<file path="config.mk">
export PLATFORM = sky130hd
export DESIGN_NAME = id_hazard_controller
export DESIGN_NICKNAME = d
export VERILOG_FILES = /design/src/rtl/arm_pipe_pkg.sv /design/src/rtl/hazard_scoreboard.sv /design/src/rtl/id_hazard_controller.sv
export SDC_FILE = /design/constraint.sdc
export NUM_CORES = 1
export LEC_CHECK = 0
export ABC_AREA = 1
export BUFFER_PORTS_ARGS = -buffer_cell sky130_fd_sc_hd__buf_2
export CORE_ASPECT_RATIO = 1.25
export CORE_MARGIN = 1
export CORE_UTILIZATION = 54
export DETAILED_ROUTE_END_ITERATION = 12
export PLACE_DENSITY = 0.76
export SYNTH_ARGS = -nofsm -noshare
export SYNTH_HDL_FRONTEND = slang
export SYNTH_HIERARCHICAL = 1
export SYNTH_SLANG_ARGS = --single-unit
</file>
<file path="constraint.sdc">
create_clock -name clk -period 2.25 [get_ports clk]
set_clock_uncertainty 0.15 [all_clocks]
set_input_delay 0.1125 -clock clk [delete_from_list [all_inputs] [get_ports clk]]
set_output_delay 0.1125 -clock clk [all_outputs]
set_load 0.02 [all_outputs]
</file>
<file path="src/rtl/arm_pipe_pkg.sv">
// Shared types for the ARM pipeline ID-stage control: scoreboard entry, control state, match helper.
package arm_pipe_pkg;

  localparam int REG_W = 4;

  typedef struct packed {
    logic [REG_W-1:0] dest;
    logic             wb_en;
    logic             mem_r_en;
  } sb_entry_t;

  typedef enum logic [1:0] {
    RUN     = 2'd0,
    STALL   = 2'd1,
    FLUSH   = 2'd2,
    MEMWAIT = 2'd3
  } ctrl_state_t;

  localparam sb_entry_t BUBBLE = '0;

  // rn is always compared; src2 only when the ID instruction actually reads it
  function automatic logic sb_match(input sb_entry_t s, input logic [REG_W-1:0] rn,
                                    input logic [REG_W-1:0] src2, input logic two_src);
    return s.wb_en & ((s.dest == rn) | (two_src & (s.dest == src2)));
  endfunction

endpackage

</file>
<file path="src/rtl/hazard_scoreboard.sv">
// Two-slot (EX, MEM) destination scoreboard with RAW match against the ID-stage sources.
module hazard_scoreboard
  import arm_pipe_pkg::*;
(
  input  logic             clk,
  input  logic             rst,
  input  logic             advance,
  input  logic             insert,
  input  sb_entry_t        entry,
  input  logic [REG_W-1:0] rn,
  input  logic [REG_W-1:0] src2,
  input  logic             two_src,
  output logic             ex_match,
  output logic             ex_load,
  output logic             mem_match
);

  sb_entry_t r_ex;
  sb_entry_t r_mem;

  always_ff @(posedge clk or posedge rst) begin
    if (rst) begin
      r_ex  <= BUBBLE;
      r_mem <= BUBBLE;
    end else if (advance) begin
      r_mem <= r_ex;
      r_ex  <= insert ? entry : BUBBLE;
    end
  end

  always_comb begin
    ex_match  = sb_match(r_ex, rn, src2, two_src);
    mem_match = sb_match(r_mem, rn, src2, two_src);
    ex_load   = r_ex.mem_r_en;
  end

endmodule

</file>
<file path="src/rtl/id_hazard_controller.sv">
// ID-stage hazard/flush/freeze controller with saturating stall counter.
// FORWARDING_EN: only load-use hazards against the EX slot stall.
module id_hazard_controller #(
  parameter int REG_W = arm_pipe_pkg::REG_W,
  parameter int CNT_W = 16
) (
  input  logic             clk,
  input  logic             rst,
  input  logic [REG_W-1:0] id_rn,
  input  logic [REG_W-1:0] id_src2,
  input  logic             id_two_src,
  input  logic             id_wb_en,
  input  logic             id_mem_r_en,
  input  logic [REG_W-1:0] id_dest,
  input  logic             exe_branch_taken,
  input  logic             mem_ready,
  output logic             hazard,
  output logic             freeze_if,
  output logic             flush,
  output logic             freeze_all,
  output logic [1:0]       state,
  output logic [CNT_W-1:0] stall_cycles
);

  arm_pipe_pkg::sb_entry_t   w_entry;
  arm_pipe_pkg::ctrl_state_t r_state;
  arm_pipe_pkg::ctrl_state_t w_next;
  logic                      w_ex_match;
  logic                      w_ex_load;
  logic                      w_mem_match;
  logic                      w_raw;
  logic [CNT_W-1:0]          r_cnt;

  assign w_entry = '{dest: id_dest, wb_en: id_wb_en, mem_r_en: id_mem_r_en};

  hazard_scoreboard u_sb (
    .clk       (clk),
    .rst       (rst),
    .advance   (~freeze_all),
    .insert    (~(hazard | flush)),
    .entry     (w_entry),
    .rn        (id_rn),
    .src2      (id_src2),
    .two_src   (id_two_src),
    .ex_match  (w_ex_match),
    .ex_load   (w_ex_load),
    .mem_match (w_mem_match)
  );

`ifdef FORWARDING_EN
  assign w_raw = w_ex_match & w_ex_load;
`else
  // A load match is a subset of the EX match, so the interlock is unchanged
  assign w_raw = w_ex_match | w_mem_match | (w_ex_match & w_ex_load);
`endif

  always_comb begin
    flush      = exe_branch_taken;
    hazard     = w_raw & ~exe_branch_taken;
    freeze_if  = hazard;
    freeze_all = ~mem_ready;
    if (!mem_ready)            w_next = arm_pipe_pkg::MEMWAIT;
    else if (exe_branch_taken) w_next = arm_pipe_pkg::FLUSH;
    else if (w_raw)            w_next = arm_pipe_pkg::STALL;
    else                       w_next = arm_pipe_pkg::RUN;
  end

  always_ff @(posedge clk or posedge rst) begin
    if (rst) begin
      r_state <= arm_pipe_pkg::RUN;
      r_cnt   <= '0;
    end else begin
      r_state <= w_next;
      if (w_next != arm_pipe_pkg::RUN && r_cnt != '1)
        r_cnt <= r_cnt + CNT_W'(1);
    end
  end

  assign state        = r_state;
  assign stall_cycles = r_cnt;

endmodule

</file>
==> flow_summary.json <==
{
  "synthToLayoutAreaGrowth_pct": 18.23,
  "die-width_um": 53.92,
  "cts_max_path_buffers": 2,
  "ioPinCount": 41,
  "post-route-min-period_ns": 2.014,
  "worstHoldStart": "mem_ready",
  "drt_pass1_iterations": 5,
  "setup_viol": 0,
  "p_leak_uw": 0.001195,
  "routed_via_density": 4.893,
  "cp.arrival_ns": 1.75,
  "critPathMaxStageDelay_ns": 0.45,
  "fp.dieH_um": 66.90,
  "ys_warn_count": 6,
  "crit_path_end_kind": "output port",
  "worst-path-stages": 11,
  "irDropWorstVdd_mv": 0.6059,
  "required_ns": 1.99,
  "syn_avg_cell_area_um2": 6.640,
  "cts_setup_buffers": 0,
  "whs_path_depth": 2,
  "relSlewSlack_pct": 53.66,
  "routabilityCongestion": 0.8117,
  "nFillCells": 311,
  "cts_tree": "built",
  "antenna_cells": 0,
  "syn_area_um2": 1819,
  "antenna_left": 0,
  "cts_root_buf": "clkbuf_8",
  "grt_pass1_vias": 1529,
  "drc": 0,
  "maxCapViolCount": 0,
  "fmax_mhz": 496.6,
  "syn-num-nets": 294,
  "timing.critical_path.buf_inv": 4,
  "layout-drive-gt1-share_pct": 17.92,
  "grt_usage_pct": 23.39,
  "post-place-cells": 344,
  "power_density_nw_per_um2": 671.0,
  "r2r_start": "u_sb/r_ex[2]",
  "clock_latency_ns": 0.28,
  "clk_pin_slew_ns": 0.11,
  "die-area_um2": 3607,
  "setup.worst_path.class": "reg -> out",
  "tns_ns": 0,
  "whs_ns": 0.03696,
  "worstHoldEndpoint": "state[0]",
  "dp_hpwl_mm": 2.898,
  "status": "finished clean",
  "clock-sinks": 28,
  "grt_max_degree": 24,
  "cp_top_family": "simple AND/OR/NAND/NOR gates",
  "period_share_pct": 89.49,
  "rsz0062_at_grt": "no",
  "r2r_end": "stall_cycles[5]",
  "port_buffers": 39,
  "grt_pass1_wl_mm": 6.113,
  "fin_ws_ns": 0.2364,
  "ff2ff_path_depth": 13,
  "antenna_found_initial": 0,
  "cts-buffers-inserted": 3,
  "cpMostUsedCell": "nand2_1",
  "start_util_pct": 56.44,
  "rrSetupSlack_ns": 0.29,
  "path_max_fanout": 5,
  "drt-initial-drc-count": 36,
  "nets": 339,
  "overflow": 0,
  "coreArea_um2": 3223,
  "fin_cells": 355,
  "tightest_slew_ns": 0.6943,
  "vias": 1737,
  "drt-wirelength-per-cell_um": 10.80,
  "dp_slack_ns": 0.2979,
  "h-tree-depth": 1,
  "synth_cells": 274,
  "path_cells": "inv_2 > nand2_1 > nand2_1 > nor2_1 > nand2_1 > a21oi_2 > inv_1 > nand2_1 > inv_1 > nor2_1 > buf_2",
  "min-delay-path-class": "in -> reg",
  "crit_slowest_cell": "dfrtp_1",
  "core.rowCount": 23,
  "cp-start-kind": "flip-flop",
  "finalWirelength_mm": 3.835,
  "hold_viol": 0,
  "drv_slew": 0
}
## final cells by class
cell class | instances | area (um^2) | share of cell area [%]
well taps | 37 | 46.29 | 2.152
repair buffers | 46 | 265.3 | 12.33
clock buffers | 3 | 41.29 | 1.920
clock inverters | 1 | 30.03 | 1.396
multi-input cells | 202 | 919.6 | 42.76
flip-flops and latches | 28 | 700.7 | 32.58
inverters | 38 | 147.6 | 6.864
## routing by layer
| layer | up-vias | wire length (um) | track usage [%] |
|---|---|---|---|
| met5 | - | 0 | 0 |
| met4 | 0 | 27 | 10.20 |
| met3 | 2 | 122 | 1.598 |
| met2 | 34 | 2131 | 46.14 |
| met1 | 783 | 1553 | 23.49 |
| li1 | 918 | - | - |
## power by group
group / switching [uW] / internal (uW)
Combinational: 244 / 148
Sequential: 83.4 / 566
Clock: 163 / 238
Total: 491 / 952
## stage by stage
stage	util, %	area (um^2)	power, uW
CTS	66.73	2151	1458
floorplan	-	1819	931.0
global route	66.73	2151	1531
global placement	62.34	2009	1036
finish	66.73	2151	1443
detailed placement	62.34	2009	1043
## worst max path at each step
stage,start,end,slack (ns)
global route,u_sb/r_ex[2],hazard,0.04
finish,u_sb/r_ex[2],freeze_if,0.24
detailed placement,u_sb/r_ex[2],stall_cycles[5],0.30
CTS,u_sb/r_ex[3],freeze_if,0.21
global placement,u_sb/r_ex[2],stall_cycles[3],0.33
floorplan,u_sb/r_ex[2],hazard,0.44
## cell usage in the layout, fill, tap and decap left out, types with 2 or more instances in the layout
| cell | instances |
|---|---|
| nand2_1 | 121 |
| buf_2 | 39 |
| inv_1 | 32 |
| dfrtp_1 | 28 |
| nor2_1 | 27 |
| nand3_1 | 13 |
| o21ai_0 | 13 |
| dlygate4sd3_1 | 7 |
| o21ai_1 | 6 |
| inv_2 | 5 |
| nand4_1 | 5 |
| xnor2_1 | 4 |
| xor2_1 | 3 |
| clkbuf_8 | 3 |
| nor2_2 | 2 |
| nor2_8 | 2 |
## registers in the layout (all words and copies together), names as in the netlist
signal        flops
state             2
u_sb/r_mem        5
stall_cycles     16
u_sb/r_ex         5
## what timing repair did
action / 4_1_cts / 5_1_grt
hold buffers: 7 / 0
endpoints found under the setup margin: 0 / 0
gates resized for setup: 0 / 0
endpoints found under the hold margin: 35 / 0
(Power assumes the default switching activity.)
